$ cat config.mk
export PLATFORM = sky130hd
export DESIGN_NAME = pipeline_ctrl_flat
export DESIGN_NICKNAME = d
export VERILOG_FILES = /design/src/rtl/pipeline_ctrl_if.sv /design/src/rtl/pipeline_ctrl.sv /design/src/flat_wrapper.sv
export SDC_FILE = /design/constraint.sdc
export NUM_CORES = 1
export LEC_CHECK = 0
export CORE_MARGIN = 5
export CORE_UTILIZATION = 40
export CTS_BUF_LIST = sky130_fd_sc_hd__clkbuf_4 sky130_fd_sc_hd__clkbuf_8
export CTS_CLUSTER_DIAMETER = 150
export DETAILED_ROUTE_END_ITERATION = 6
export PLACE_DENSITY = 0.74
export SETUP_SLACK_MARGIN = 0.1
export SYNTH_ARGS = -nofsm -noshare
export SYNTH_HDL_FRONTEND = slang
export SYNTH_SLANG_ARGS = --single-unit
$ cat constraint.sdc
create_clock -name clk -period 4.73 [get_ports clk]
set_input_delay 0.946 -clock clk [delete_from_list [all_inputs] [get_ports clk]]
set_output_delay 0.946 -clock clk [all_outputs]
set_load 0.01 [all_outputs]
$ cat src/rtl/pipeline_ctrl_if.sv
// Hazard inputs from the pipeline and enable/flush/status outputs of pipeline_ctrl.
// The master side is the datapath; the slave side is the controller.
interface pipeline_ctrl_if #(
    parameter int unsigned CNT_W = 32
);
    logic [4:0]       id_rs1;
    logic [4:0]       id_rs2;
    logic             id_uses_rs1;
    logic             id_uses_rs2;
    logic [4:0]       ex_rd;
    logic             ex_mem_read;
    logic             ex_redirect;
    logic             ex_mdu_start;
    logic             mdu_done;
    logic             mem_req;
    logic             mem_ready;

    logic             pc_en_n;
    logic             ifid_en_n;
    logic             idex_en_n;
    logic             exmem_en_n;
    logic             memwb_en_n;
    logic             ifid_flush;
    logic             idex_flush;
    logic             exmem_flush;
    logic [CNT_W-1:0] stall_cycles;
    logic [1:0]       ctrl_state;
    logic             mdu_timeout;

    modport master (
        output id_rs1, id_rs2, id_uses_rs1, id_uses_rs2, ex_rd, ex_mem_read, ex_redirect,
               ex_mdu_start, mdu_done, mem_req, mem_ready,
        input  pc_en_n, ifid_en_n, idex_en_n, exmem_en_n, memwb_en_n, ifid_flush, idex_flush,
               exmem_flush, stall_cycles, ctrl_state, mdu_timeout
    );

    modport slave (
        input  id_rs1, id_rs2, id_uses_rs1, id_uses_rs2, ex_rd, ex_mem_read, ex_redirect,
               ex_mdu_start, mdu_done, mem_req, mem_ready,
        output pc_en_n, ifid_en_n, idex_en_n, exmem_en_n, memwb_en_n, ifid_flush, idex_flush,
               exmem_flush, stall_cycles, ctrl_state, mdu_timeout
    );
endinterface

$ cat src/rtl/pipeline_ctrl.sv
// Stall/flush controller for the five-stage core: load-use, redirect, memory wait and MDU
// wait handling under a fixed priority, plus a saturating stall-cycle counter.
module pipeline_ctrl #(
    parameter int unsigned RESET_HOLD_CYCLES = 4,
    parameter int unsigned MDU_TIMEOUT       = 64,
    parameter int unsigned CNT_W             = 32
) (
    input  logic           clk,
    input  logic           reset_n,
    pipeline_ctrl_if.slave bus
);

    localparam int unsigned TmrW = 10;

    typedef enum logic [1:0] {
        StResetHold = 2'd0,
        StRun       = 2'd1,
        StMemWait   = 2'd2,
        StMduWait   = 2'd3
    } state_e;

    state_e           state_q, state_d;
    logic [TmrW-1:0]  tmr_q, tmr_d;
    logic [CNT_W-1:0] stall_q, stall_d;
    logic             timeout_q, timeout_d;

    logic mem_stall, mdu_stall, load_use, mdu_expired, mdu_release;
    logic act_hold, act_freeze, act_bubble, act_resolve;
    logic pc_en_n, ifid_en_n, idex_en_n, exmem_en_n, memwb_en_n;
    logic ifid_flush, idex_flush, exmem_flush;

    assign mem_stall   = bus.mem_req & ~bus.mem_ready;
    assign mdu_stall   = bus.ex_mdu_start & ~bus.mdu_done;
    assign load_use    = bus.ex_mem_read & (bus.ex_rd != 5'd0) &
                         ((bus.id_uses_rs1 & (bus.id_rs1 == bus.ex_rd)) |
                          (bus.id_uses_rs2 & (bus.id_rs2 == bus.ex_rd)));
    assign mdu_expired = (tmr_q == TmrW'(MDU_TIMEOUT - 1));
    assign mdu_release = bus.mdu_done | mdu_expired;

    always_ff @(posedge clk or negedge reset_n) begin
        if (!reset_n) begin
            state_q   <= StResetHold;
            tmr_q     <= TmrW'(RESET_HOLD_CYCLES - 1);
            stall_q   <= '0;
            timeout_q <= 1'b0;
        end else begin
            state_q   <= state_d;
            tmr_q     <= tmr_d;
            stall_q   <= stall_d;
            timeout_q <= timeout_d;
        end
    end

    always_comb begin
        state_d   = state_q;
        tmr_d     = tmr_q;
        timeout_d = 1'b0;
        unique case (state_q)
            StResetHold: begin
                if (tmr_q == '0) begin
                    state_d = StRun;
                end else begin
                    tmr_d = tmr_q - 1'b1;
                end
            end
            StRun: begin
                if (mem_stall) begin
                    state_d = StMemWait;
                end else if (mdu_stall) begin
                    state_d = StMduWait;
                    tmr_d   = '0;
                end
            end
            StMemWait: begin
                if (bus.mem_ready) begin
                    if (mdu_stall) begin
                        state_d = StMduWait;
                        tmr_d   = '0;
                    end else begin
                        state_d = StRun;
                    end
                end
            end
            StMduWait: begin
                // A memory stall defers release; the timer parks at its limit meanwhile.
                if (mem_stall) begin
                    if (!mdu_expired) begin
                        tmr_d = tmr_q + 1'b1;
                    end
                end else if (mdu_release) begin
                    state_d   = StRun;
                    timeout_d = mdu_expired & ~bus.mdu_done;
                end else begin
                    tmr_d = tmr_q + 1'b1;
                end
            end
            default: state_d = StResetHold;
        endcase
    end

    // Classify the cycle: hold (reset), freeze, MDU bubble, or redirect/load-use resolution.
    always_comb begin
        act_hold    = 1'b0;
        act_freeze  = 1'b0;
        act_bubble  = 1'b0;
        act_resolve = 1'b0;
        unique case (state_q)
            StResetHold: act_hold = 1'b1;
            StRun: begin
                if (mem_stall) begin
                    act_freeze = 1'b1;
                end else if (mdu_stall) begin
                    act_bubble = 1'b1;
                end else begin
                    act_resolve = 1'b1;
                end
            end
            StMemWait: begin
                if (!bus.mem_ready) begin
                    act_freeze = 1'b1;
                end else if (mdu_stall) begin
                    act_bubble = 1'b1;
                end else begin
                    act_resolve = 1'b1;
                end
            end
            StMduWait: begin
                if (mem_stall) begin
                    act_freeze = 1'b1;
                end else if (mdu_release) begin
                    act_resolve = 1'b1;
                end else begin
                    act_bubble = 1'b1;
                end
            end
            default: act_hold = 1'b1;
        endcase
    end

    always_comb begin
        pc_en_n     = 1'b0;
        ifid_en_n   = 1'b0;
        idex_en_n   = 1'b0;
        exmem_en_n  = 1'b0;
        memwb_en_n  = 1'b0;
        ifid_flush  = 1'b0;
        idex_flush  = 1'b0;
        exmem_flush = 1'b0;
        if (act_hold || act_freeze) begin
            pc_en_n    = 1'b1;
            ifid_en_n  = 1'b1;
            idex_en_n  = 1'b1;
            exmem_en_n = 1'b1;
            memwb_en_n = 1'b1;
        end
        if (act_hold) begin
            ifid_flush  = 1'b1;
            idex_flush  = 1'b1;
            exmem_flush = 1'b1;
        end
        if (act_bubble) begin
            pc_en_n     = 1'b1;
            ifid_en_n   = 1'b1;
            idex_en_n   = 1'b1;
            exmem_flush = 1'b1;
        end
        if (act_resolve) begin
            // The ID instruction is wrong-path on a redirect, so its hazard is moot.
            if (bus.ex_redirect) begin
                ifid_flush = 1'b1;
                idex_flush = 1'b1;
            end else if (load_use) begin
                pc_en_n    = 1'b1;
                ifid_en_n  = 1'b1;
                idex_flush = 1'b1;
            end
        end
    end

    always_comb begin
        stall_d = stall_q;
        if ((state_q != StResetHold) && pc_en_n && (stall_q != {CNT_W{1'b1}})) begin
            stall_d = stall_q + 1'b1;
        end
    end

    assign bus.pc_en_n      = pc_en_n;
    assign bus.ifid_en_n    = ifid_en_n;
    assign bus.idex_en_n    = idex_en_n;
    assign bus.exmem_en_n   = exmem_en_n;
    assign bus.memwb_en_n   = memwb_en_n;
    assign bus.ifid_flush   = ifid_flush;
    assign bus.idex_flush   = idex_flush;
    assign bus.exmem_flush  = exmem_flush;
    assign bus.stall_cycles = stall_q;
    assign bus.ctrl_state   = state_q;
    assign bus.mdu_timeout  = timeout_q;

endmodule

$ cat src/flat_wrapper.sv
// flat-port wrapper written by rule: the top's interface ports become plain ports
module pipeline_ctrl_flat 
#(
    parameter int unsigned RESET_HOLD_CYCLES = 4,
    parameter int unsigned MDU_TIMEOUT       = 64,
    parameter int unsigned CNT_W             = 32
)
  (clk, reset_n, bus_id_rs1, bus_id_rs2, bus_id_uses_rs1, bus_id_uses_rs2, bus_ex_rd, bus_ex_mem_read, bus_ex_redirect, bus_ex_mdu_start, bus_mdu_done, bus_mem_req, bus_mem_ready, bus_pc_en_n, bus_ifid_en_n, bus_idex_en_n, bus_exmem_en_n, bus_memwb_en_n, bus_ifid_flush, bus_idex_flush, bus_exmem_flush, bus_stall_cycles, bus_ctrl_state, bus_mdu_timeout);
  pipeline_ctrl_if #(.CNT_W(CNT_W)) bus_i ();
  input  logic clk;
  input  logic reset_n;
  input wire logic [$bits(bus_i.id_rs1)-1:0] bus_id_rs1;
  input wire logic [$bits(bus_i.id_rs2)-1:0] bus_id_rs2;
  input wire logic [$bits(bus_i.id_uses_rs1)-1:0] bus_id_uses_rs1;
  input wire logic [$bits(bus_i.id_uses_rs2)-1:0] bus_id_uses_rs2;
  input wire logic [$bits(bus_i.ex_rd)-1:0] bus_ex_rd;
  input wire logic [$bits(bus_i.ex_mem_read)-1:0] bus_ex_mem_read;
  input wire logic [$bits(bus_i.ex_redirect)-1:0] bus_ex_redirect;
  input wire logic [$bits(bus_i.ex_mdu_start)-1:0] bus_ex_mdu_start;
  input wire logic [$bits(bus_i.mdu_done)-1:0] bus_mdu_done;
  input wire logic [$bits(bus_i.mem_req)-1:0] bus_mem_req;
  input wire logic [$bits(bus_i.mem_ready)-1:0] bus_mem_ready;
  output wire logic [$bits(bus_i.pc_en_n)-1:0] bus_pc_en_n;
  output wire logic [$bits(bus_i.ifid_en_n)-1:0] bus_ifid_en_n;
  output wire logic [$bits(bus_i.idex_en_n)-1:0] bus_idex_en_n;
  output wire logic [$bits(bus_i.exmem_en_n)-1:0] bus_exmem_en_n;
  output wire logic [$bits(bus_i.memwb_en_n)-1:0] bus_memwb_en_n;
  output wire logic [$bits(bus_i.ifid_flush)-1:0] bus_ifid_flush;
  output wire logic [$bits(bus_i.idex_flush)-1:0] bus_idex_flush;
  output wire logic [$bits(bus_i.exmem_flush)-1:0] bus_exmem_flush;
  output wire logic [$bits(bus_i.stall_cycles)-1:0] bus_stall_cycles;
  output wire logic [$bits(bus_i.ctrl_state)-1:0] bus_ctrl_state;
  output wire logic [$bits(bus_i.mdu_timeout)-1:0] bus_mdu_timeout;
  assign bus_i.id_rs1 = bus_id_rs1;
  assign bus_i.id_rs2 = bus_id_rs2;
  assign bus_i.id_uses_rs1 = bus_id_uses_rs1;
  assign bus_i.id_uses_rs2 = bus_id_uses_rs2;
  assign bus_i.ex_rd = bus_ex_rd;
  assign bus_i.ex_mem_read = bus_ex_mem_read;
  assign bus_i.ex_redirect = bus_ex_redirect;
  assign bus_i.ex_mdu_start = bus_ex_mdu_start;
  assign bus_i.mdu_done = bus_mdu_done;
  assign bus_i.mem_req = bus_mem_req;
  assign bus_i.mem_ready = bus_mem_ready;
  assign bus_pc_en_n = bus_i.pc_en_n;
  assign bus_ifid_en_n = bus_i.ifid_en_n;
  assign bus_idex_en_n = bus_i.idex_en_n;
  assign bus_exmem_en_n = bus_i.exmem_en_n;
  assign bus_memwb_en_n = bus_i.memwb_en_n;
  assign bus_ifid_flush = bus_i.ifid_flush;
  assign bus_idex_flush = bus_i.idex_flush;
  assign bus_exmem_flush = bus_i.exmem_flush;
  assign bus_stall_cycles = bus_i.stall_cycles;
  assign bus_ctrl_state = bus_i.ctrl_state;
  assign bus_mdu_timeout = bus_i.mdu_timeout;
  pipeline_ctrl #(.RESET_HOLD_CYCLES(RESET_HOLD_CYCLES), .MDU_TIMEOUT(MDU_TIMEOUT), .CNT_W(CNT_W)) u_core (.clk(clk), .reset_n(reset_n), .bus(bus_i));
endmodule
==> metrics.md <==
| Metric | Value |
|---|---|
| Status | finished clean |
| Post-Place Cells | 449 |
| Post-synthesis mux area share | 1.45% |
| Core box area | 6870 µm² |
| Asr flop ratio synth | 100% |
| Die Span Y | 94.2 µm |
| Critical Path RT | 3.78 ns |
| Final ANT Viol Nets | 0 |
| CP Cell Sequence | clkdlybuf4s50_1 -> or4_1 -> o21ai_0 -> nor3_1 -> nand2_1 -> o21ai_0 -> clkdlybuf4s50_1 |
| Total gr overflow | 0 |
| Total GRT Usage | 15.6% |
| Hpwl dp | 4.90 mm |
| PnR worst setup slack | 0.787 ns |
| Synth warn | 0 |
| Slew Limit Fails | 0 |
| Clk sink count | 45 |
| Synthesis-stage register bit count | 45 |
| Drt pass-1 iters | 4 |
| Fmax | 0.254 GHz |
| Initial Utilization | 41.3% |
| Final hold vios | 0 |
| Die footprint | 8880 µm² |
| N_diodes | 0 |
| Worst skew pair latency | 0.31 ns |
| Layout fillers | 640 |
| Seq/Total Area, Yosys | 39.8% |
| CP peak stage delay | 0.54 ns |
| Compound-Gate Fraction of Synth Area | 11.9% |
| Commonest cells in the netlist | 45 x xnor2_1, 43 x dfrtp_1, 22 x nand2_1 |
| Vias in the first global route | 2433 |
| Finished Layout Cells | 457 |
| Mapped Area | 2840 µm² |
| Setup CP Type | in2out |
| Max H-tree Level | 2 |
| Final Setup Violations | 0 |
| Leak | 1.48 nW |
| Crit start category | input pin |
| DR vias | 2399 |
| Post_cts resized | 0 |
| Count leader, synth | xnor2_1 |
| Fraction of layout cells with a size suffix above 1 | 4.99% |
| Leading area contributor after synthesis | dfrtp_1 |
| Die span in x | 94.2 µm |
| Avg Synthesized Cell Area | 9.62 µm² |
| Largest net degree at the start of global routing | 46 |
| I/O pin cnt | 68 |
| Setup TNS Final | 0 ns |
| Site row count | 30 |
| Worst Skew | 0.0132 ns |
| Post-Syn Nets | 334 |
| RSZ-0062 raised after global routing | false |
| Netlist cell types | 48 |
| Global-route wire length before repair | 11.3 mm |
| Worst-Margin Slew | 1.01 ns |
| Port bufs | 67 |
| TritonCTS clock tree | yes |
| Post-synth top flop | dfrtp_1 |
| Maximum root-to-sink buffer count | 2 |
| Clock slew at reported path FFs | 0.09 ns |
| DRT iter0 DRCs | 80 |
| Main combinational cell family by area after synthesis | simple AND/OR/NAND/NOR gates |
| Setup bufs post-CTS | 0 |
| Post-route clock period utilization | 83.4% |
| Post-Synthesis Cells | 295 |
| CP max-delay cell | or4_1 |
| Area of the multi-input gates | 1610 µm² |
| Top post-synthesis cells by area | dfrtp_1 38%, xnor2_1 14%, ha_1 5.7%, nand4_1 4.4%, nand3_1 3.2% |
| Max VDD drop | 272 µV |
| XOR/XNOR share of the synthesized area | 14.2% |
| Worst Hold Class | reg2reg |
| Fin nets | 399 |
| Crit Path Max Fanout | 3 |
| Area delta synth->final | 28.9% |
| Clk root buf | clkbuf_8 |
| Power per cell area | 526 nW/µm² |
| Worst setup EP type | output port |
| Placer Congestion | 0.900 |
| Arr. time, crit path | 3.00 ns |
| Vias per cell | 5.25 |
| WL final | 6.68 mm |
| CTS Buf Count | 5 |
| Post-synth EDFFs | 0 |
| Yosys top cell area share | 37.9% |
| Hold Buf Count CTS | 0 |
| Initial antenna violation count | 0 |
| Minimum clock period | 3.94 ns |
| Place WS | 0.772 ns |
| Register Area | 1130 µm² |
| Adder-cell share of the synthesized area | 6.43% |
| WL/cell | 14.6 µm |
| Residual DRC | 0 |
| Slew headroom | 32.4% |
| MaxCap Viol Count | 0 |
| Simple-gate share of the synthesized area | 22.6% |
[registers in the layout, indices dropped and copies added (netlist names)]
| signal | count |
|---|---|
| u_core.bus.ctrl_state | 2 |
| u_core.tmr_q | 10 |
| u_core.bus.stall_cycles | 32 |
| u_core.bus.mdu_timeout | 1 |
[kinds of logic after synthesis]
group / after synthesis
AND/OR/NAND/NOR: 117
AO/OA/AOI/OAI: 49
XOR/XNOR: 46
flip-flops: 45
buffers and inverters: 20
adder cells (fa/ha/maj): 14
multiplexers: 4
[final cells by class]
class / count / share of cell area (%)
multi-input combinational: 230 / 43.9
sequential: 45 / 30.8
timing repair buffer: 68 / 18.4
tap: 96 / 3.28
clock buffer: 5 / 1.88
inverter: 10 / 1.03
clock inverter: 3 / 0.684
[layout by cell type (no fill, tap or decap), types with 4 or more instances in the layout]
cell / n
a21oi_1: 12
and2_1: 5
and3_1: 14
clkbuf_8: 5
clkdlybuf4s50_1: 66
dfrtp_1: 43
ha_1: 13
inv_1: 10
nand2_1: 22
nand2b_1: 5
nand3_1: 18
nand4_1: 20
nor2_1: 13
nor2b_1: 6
nor3_1: 5
o21ai_0: 12
o31ai_1: 4
xnor2_1: 45
[critical path: cells and delay by family]
| kind | cells | cell delay (ns) |
|---|---|---|
| and+or+nand+nor | 3 | 0.74 |
| AOI/OAI and AO/OA | 2 | 0.33 |
| buffers and inverters | 2 | 0.98 |
[per-layer routing]
layer	part of all wire (%)	global-route usage, %
met5	0	0
met1	47	20.0
met2	49	26.3
met4	0.54	4.09
met3	4.3	3.53
[metrics by stage]
stage	power, mW	utilization, %	cell area (µm²)	hold WS (ns)
floorplan	1.37	-	2840	0.467
global placement	1.65	51.9	3560	0.479
detailed placement	1.68	51.9	3560	0.485
CTS	1.93	53.3	3660	0.499
global route	2.09	53.3	3660	0.521
finish	1.92	53.3	3660	0.497
[report_power, final]
| part | switching, mW | internal, mW |
|---|---|---|
| logic | 0.584 | 0.530 |
| clock network | 0.148 | 0.107 |
| registers | 0.0904 | 0.463 |
| total | 0.823 | 1.10 |
[final timing paths]
kind	endpoint	start	slack, ns	cells past startpoint
worst max-delay path	bus_ifid_en_n	bus_ex_rd[0]	0.79	7
worst min-delay path	u_core.bus.stall_cycles[10]	u_core.bus.stall_cycles[10]	0.50	1
worst max register to register	u_core.bus.stall_cycles[1]	u_core.bus.ctrl_state[1]	1.87	8
worst min register to register	u_core.bus.stall_cycles[10]	u_core.bus.stall_cycles[10]	0.50	1
max in group asynchronous	u_core.bus.stall_cycles[27]	reset_n	3.29	1
min in group asynchronous	u_core.bus.mdu_timeout	reset_n	0.81	1
Power figures use the tool's default switching activity.
